`src/rtl/btb_upd_sched.sv`:
```
// btb_upd_sched -- write-port scheduler for the branch target buffer.
//   Buffers resolved-branch updates from ID in a small queue (merging repeat
//   updates to the same index at the tail) and drains them into the table's
//   single write port, sharing that port with IF lookups. After reset, and
//   on inv_all, it sweeps every table entry with an invalidate write.
// Ports:
//   clk_i, rst_ni             clock, synchronous active-low reset
//   upd_*_i / upd_ready_o     resolved-branch update handshake from ID
//   inv_all_i                 full-table invalidate request
//   lookup_req_i/lookup_gnt_o IF lookup arbitration
//   tbl_*_o                   table write port
//   busy_o                    invalidate sweep in progress
//   q_count_o                 queue occupancy
module btb_upd_sched #(
    parameter int IDX_W      = 7,
    parameter int PC_W       = 32,
    parameter int DEPTH      = 4,
    parameter int STARVE_MAX = 8
) (
    input  logic                     clk_i,
    input  logic                     rst_ni,
    input  logic                     upd_valid_i,
    output logic                     upd_ready_o,
    input  logic [IDX_W-1:0]         upd_idx_i,
    input  logic [PC_W-1:0]          upd_target_i,
    input  logic                     upd_taken_i,
    input  logic                     upd_mispred_i,
    input  logic                     inv_all_i,
    input  logic                     lookup_req_i,
    output logic                     lookup_gnt_o,
    output logic                     tbl_we_o,
    output logic [IDX_W-1:0]         tbl_idx_o,
    output logic [PC_W-1:0]          tbl_target_o,
    output logic                     tbl_taken_o,
    output logic                     tbl_tgt_we_o,
    output logic                     tbl_clr_o,
    output logic                     busy_o,
    output logic [$clog2(DEPTH):0]   q_count_o
);
    localparam int PTR_W = $clog2(DEPTH);
    localparam int CNT_W = PTR_W + 1;
    localparam int ST_W  = $clog2(STARVE_MAX + 1);

    typedef enum logic [1:0] {S_INIT = 2'd0, S_RUN = 2'd1, S_CLEAR = 2'd2} state_e;

    state_e            state_q, state_d;
    logic [IDX_W-1:0]  swp_q, swp_d;
    logic [PTR_W-1:0]  head_q, head_d;
    logic [CNT_W-1:0]  count_q, count_d;
    logic [ST_W-1:0]   starve_q, starve_d;

    logic [IDX_W-1:0]  q_idx_q     [DEPTH];
    logic [PC_W-1:0]   q_tgt_q     [DEPTH];
    logic              q_taken_q   [DEPTH];
    logic              q_mispred_q [DEPTH];

    logic              run, empty, full, starved, acc, push, pop, merge;
    logic [PTR_W-1:0]  tail_ptr, wr_ptr;

    assign run      = (state_q == S_RUN);
    assign empty    = (count_q == '0);
    assign full     = (count_q == CNT_W'(DEPTH));
    assign starved  = (starve_q >= ST_W'(STARVE_MAX));
    // An invalidate request in RUN blocks both the drain and the accept.
    assign acc      = run && !inv_all_i && !full;
    assign push     = upd_valid_i && acc;
    assign pop      = run && !inv_all_i && !empty && (!lookup_req_i || full || starved);
    assign tail_ptr = head_q + PTR_W'(count_q - CNT_W'(1));
    assign wr_ptr   = head_q + PTR_W'(count_q);
    // Never merge into an entry that is leaving the queue this cycle, or the
    // newer update would be lost; it becomes a fresh entry instead.
    assign merge    = push && !empty && (q_idx_q[tail_ptr] == upd_idx_i)
                      && !(pop && count_q == CNT_W'(1));

    // State register
    always_ff @(posedge clk_i) begin
        if (!rst_ni) begin
            state_q <= S_INIT;
            swp_q   <= '0;
        end else begin
            state_q <= state_d;
            swp_q   <= swp_d;
        end
    end

    // Next-state logic
    always_comb begin
        state_d = state_q;
        swp_d   = swp_q;
        case (state_q)
            S_INIT, S_CLEAR: begin
                if (inv_all_i) begin
                    swp_d = '0;
                end else begin
                    swp_d = swp_q + IDX_W'(1);
                    if (swp_q == '1) state_d = S_RUN;
                end
            end
            S_RUN: begin
                if (inv_all_i) begin
                    state_d = S_CLEAR;
                    swp_d   = '0;
                end
            end
            default: begin
                state_d = S_INIT;
                swp_d   = '0;
            end
        endcase
    end

    // Queue pointers and starvation counter
    always_comb begin
        head_d  = head_q + PTR_W'(pop);
        count_d = count_q + CNT_W'(push && !merge) - CNT_W'(pop);
        if (empty || pop)
            starve_d = '0;
        else if (!starved)
            starve_d = starve_q + ST_W'(1);
        else
            starve_d = starve_q;
        if (run && inv_all_i) begin
            head_d   = '0;
            count_d  = '0;
            starve_d = '0;
        end
    end

    always_ff @(posedge clk_i) begin
        if (!rst_ni) begin
            head_q   <= '0;
            count_q  <= '0;
            starve_q <= '0;
        end else begin
            head_q   <= head_d;
            count_q  <= count_d;
            starve_q <= starve_d;
        end
    end

    // Payload storage needs no reset; occupancy decides validity.
    always_ff @(posedge clk_i) begin
        if (push) begin
            if (merge) begin
                q_tgt_q[tail_ptr]     <= upd_target_i;
                q_taken_q[tail_ptr]   <= upd_taken_i;
                q_mispred_q[tail_ptr] <= q_mispred_q[tail_ptr] | upd_mispred_i;
            end else begin
                q_idx_q[wr_ptr]     <= upd_idx_i;
                q_tgt_q[wr_ptr]     <= upd_target_i;
                q_taken_q[wr_ptr]   <= upd_taken_i;
                q_mispred_q[wr_ptr] <= upd_mispred_i;
            end
        end
    end

    // Output logic; all outputs idle while reset is held.
    always_comb begin
        upd_ready_o  = 1'b0;
        lookup_gnt_o = 1'b0;
        tbl_we_o     = 1'b0;
        tbl_idx_o    = '0;
        tbl_target_o = '0;
        tbl_taken_o  = 1'b0;
        tbl_tgt_we_o = 1'b0;
        tbl_clr_o    = 1'b0;
        busy_o       = 1'b1;
        q_count_o    = count_q;
        if (rst_ni) begin
            if (run) begin
                busy_o       = 1'b0;
                upd_ready_o  = acc;
                lookup_gnt_o = lookup_req_i && !pop;
                if (pop) begin
                    tbl_we_o     = 1'b1;
                    tbl_idx_o    = q_idx_q[head_q];
                    tbl_target_o = q_tgt_q[head_q];
                    tbl_taken_o  = q_taken_q[head_q];
                    tbl_tgt_we_o = q_mispred_q[head_q];
                end
            end else begin
                tbl_we_o     = 1'b1;
                tbl_clr_o    = 1'b1;
                tbl_tgt_we_o = 1'b1;
                tbl_idx_o    = swp_q;
                tbl_target_o = '1;
            end
        end
    end
endmodule

```
`config.mk`:
```
export PLATFORM = sky130hd
export DESIGN_NAME = btb_upd_sched
export DESIGN_NICKNAME = d
export VERILOG_FILES = /design/src/rtl/btb_upd_sched.sv
export SDC_FILE = /design/constraint.sdc
export NUM_CORES = 1
export LEC_CHECK = 0
export CELL_PAD_IN_SITES_DETAIL_PLACEMENT = 1
export CELL_PAD_IN_SITES_GLOBAL_PLACEMENT = 1
export CORE_MARGIN = 1
export CORE_UTILIZATION = 30
export CTS_BUF_LIST = sky130_fd_sc_hd__clkbuf_16
export DETAILED_ROUTE_END_ITERATION = 10
export HOLD_SLACK_MARGIN = 0.12
export PLACE_DENSITY_LB_ADDON = 0.1
export SLEW_MARGIN = 20
export SYNTH_ARGS = -nofsm -noshare
export SYNTH_HDL_FRONTEND = slang
export SYNTH_SLANG_ARGS = --single-unit
```
`constraint.sdc`:
```
create_clock -name clk_i -period 7.36 [get_ports clk_i]
set_clock_uncertainty 0.2 [all_clocks]
set_input_delay 1.472 -clock clk_i [delete_from_list [all_inputs] [get_ports clk_i]]
set_output_delay 1.472 -clock clk_i [all_outputs]
set_load 0.01 [all_outputs]
```
==> metrics.txt <==
first-iteration detailed-routing DRC count=244; endpoint class of the critical path=output pin; max frequency=approximately 170 MHz; Synth async-reset ratio=0; via count of the first global-routing pass=4598; area after detailed placement=9036 um2; count of final hold-check violations=0; TritonCTS Sinks=182; Most used DFF post-synth=edfxtp_1; clock buffer count from CTS=17; later-pin clock latency in the skew report=roughly 420 ps; instance count of the mapped netlist=439; total of max-cap violations=0; clk slew on worst S/H paths=70 ps; Initial Utilization=0.3059; total track usage=0.1413; Synth Net Count=about 490; vias after detailed routing=around 4200; post-route cell area=between 9000 and 10000 um2; element type at the critical path start=primary input; Layout area overhead=24.69%; Yosys reg bits=182; vias per inst=4.756; DRC=0; wire length after detailed routing=17420 um; pin count of the biggest net entering global routing=44; GP Congestion=~0.69; netlist area before placement=7702 um2; Antenna Violating Nets Remaining=0; area used by multi-input combinational logic=2291 um2; Tightest Hold Check Type=flip-flop to flip-flop; crit path max fanout=34; number of filler cells placed in the layout=about 2500; final critical path time including I/O delays and setup=5936 ps; commonest non-fill, non-tap cells in the layout=edfxtp_1 (164), clkdlybuf4s50_1 (94), mux4_2 (48), o21a_1 (33), nor2_1 (26); die width=162.2 um; power after layout=around 0.0021 W; warnings from Yosys=0; final hold slack=between 300 and 400 ps; depth of the worst hold-timing path=2; pwr dens=216.0 nW/um2; area of all sequential standard cells=5290 um2; share of the clock period used by the worst path=0.8065; Clock Tree Root=clkbuf_16; global-route wire length before repair=27050 um; ant diodes=0; Tightest Pin Transition=roughly 990 ps; number of setup violations in the final report=0; Post CTS Setup Buffer Count=0; number of hold-repair buffers added at the cts stage=0; sequential fraction of the synthesis area=0.6862; drt pass-1 iters=4; start-to-end type of the worst setup path=primary input to output pin; number of distinct library cells after synthesis=38; status=complete, no violations; most frequent standard cell in the layout excluding fill and tap cells=edfxtp_1; Die Height=around 160 um; CTS tree=done; global route total overflow=0; number of antenna violations at the first check in global routing=0; area inside the core boundary=25180 um2; arrival time at the worst endpoint=4260 ps; deepest clock path buffer count=2; filler-free cell count of the finished design=876; Avg Synthesized Cell Area=17.55 um2; leakage power figure=between 3 and 4 nW; num rows=58; setup_tns=0 ps; headroom to the max-slew limit=0.3241; required time of the worst setup path=5690 ps; Worst R2R Path Depth=9; Post-synth EDFFs=164; H-tree depth reported by CTS=4; total count of max-transition violations in the final report=0; cell total after placement=844; WL/cell=approximately 20 um; io pins=95; layout cells sized above 1=0.1722; number of nets in the layout=between 500 and 600; post-cts gate resize count=0; Buffers on Ports=94; VDD IR-drop max=~0.1 mV; RSZ-0062 raised after global routing=no; floorplan die area=~26000 um2; estimated wirelength of the detail-placed design=10900 um
==> Yosys cell counts (2+ instances only) <==
cell,n,share of area
a211oi_1,2,0.0019
a21oi_1,8,0.0052
and3_1,5,0.0041
buf_1,2,0.00098
buf_6,2,0.0029
clkbuf_1,20,0.0097
dfxtp_1,18,0.047
edfxtp_1,164,0.64
ha_1,8,0.013
inv_1,14,0.0068
mux2i_1,4,0.0052
mux4_2,48,0.14
nand2_1,16,0.0078
nand2b_1,5,0.0041
nand3_1,6,0.0039
nor2_1,26,0.013
nor2b_1,7,0.0057
nor3_2,2,0.0026
nor3b_1,4,0.0039
o21a_1,33,0.032
o21ai_0,8,0.0052
or3_1,4,0.0032
xnor2_1,8,0.0091
xor2_1,11,0.013
==> kinds of logic after synthesis <==
kind of cell	Yosys count	share of synthesized area
DFF	182	0.6862
and+or+nand+nor	80	0.05344
AOI/OAI and AO/OA	54	0.04743
muxes	54	0.1509
buffers and inverters	40	0.02160
xor gates and xnor gates	20	0.02485
adders and majority gates	9	0.01560
==> flip-flops by register name (all words and copies together), names as in the netlist <==
| signal | count |
|---|---|
| starve_q | 4 |
| state_q | 2 |
| q_tgt_q | 128 |
| q_mispred_q | 4 |
| q_idx_q | 28 |
| q_count_o | 3 |
| q_taken_q | 4 |
| swp_q | 7 |
| head_q | 2 |
==> metrics by stage <==
step / setup WS (ps) / utilization
2_1_floorplan: 2206 / -
3_3_place_gp: 1486 / 0.3588
3_5_place_dp: 1412 / 0.3588
4_1_cts: 1402 / 0.3814
5_1_grt: 1235 / 0.3814
6_report: 1424 / 0.3814
==> power breakdown <==
group | internal (W) | switching (W) | leakage, nW
clock network | 0.000449 | 0.000421 | 0.283
logic | 0.0000464 | 0.0000344 | 1.14
registers | 0.00112 | 0.000000658 | 1.62
==> final cells by class <==
type	count	area share
multi-input cells	217	0.2385
clock buffers	17	0.04429
clock inverters	15	0.01485
well taps	330	0.04299
flip-flops and latches	182	0.5508
inverters	15	0.005862
repair buffers	100	0.1027
==> path summary, 6_finish.rpt <==
path,startpoint,end,slack [ps]
min reg2reg,state_q[1]$_SDFFE_PN0P_,state_q[1]$_SDFFE_PN0P_,310
min,state_q[1]$_SDFFE_PN0P_,state_q[1]$_SDFFE_PN0P_,310
max,rst_ni,tbl_target_o[14],1420
max reg2reg,q_count_o[0]$_SDFF_PP0_,q_tgt_q[1][1]$_DFFE_PP_,3030
==> critical path: stages <==
cell	delay [ps]
clkdlybuf4s50_1	630
nand2b_1	310
or3_1	530
nand2_1	110
buf_4	400
o21a_1	240
clkdlybuf4s50_1	550
==> per-layer routing <==
| metal | track usage | part of all wire | up-vias |
|---|---|---|---|
| met5 | 0 | 0 | - |
| met4 | 0.03473 | 0.0071 | 0 |
| met3 | 0.03984 | 0.049 | 6 |
| met1 | 0.1753 | 0.43 | 2168 |
| met2 | 0.2420 | 0.51 | 90 |
| li1 | - | - | 1902 |
Note: power is estimated with default switching activity, not from simulation.
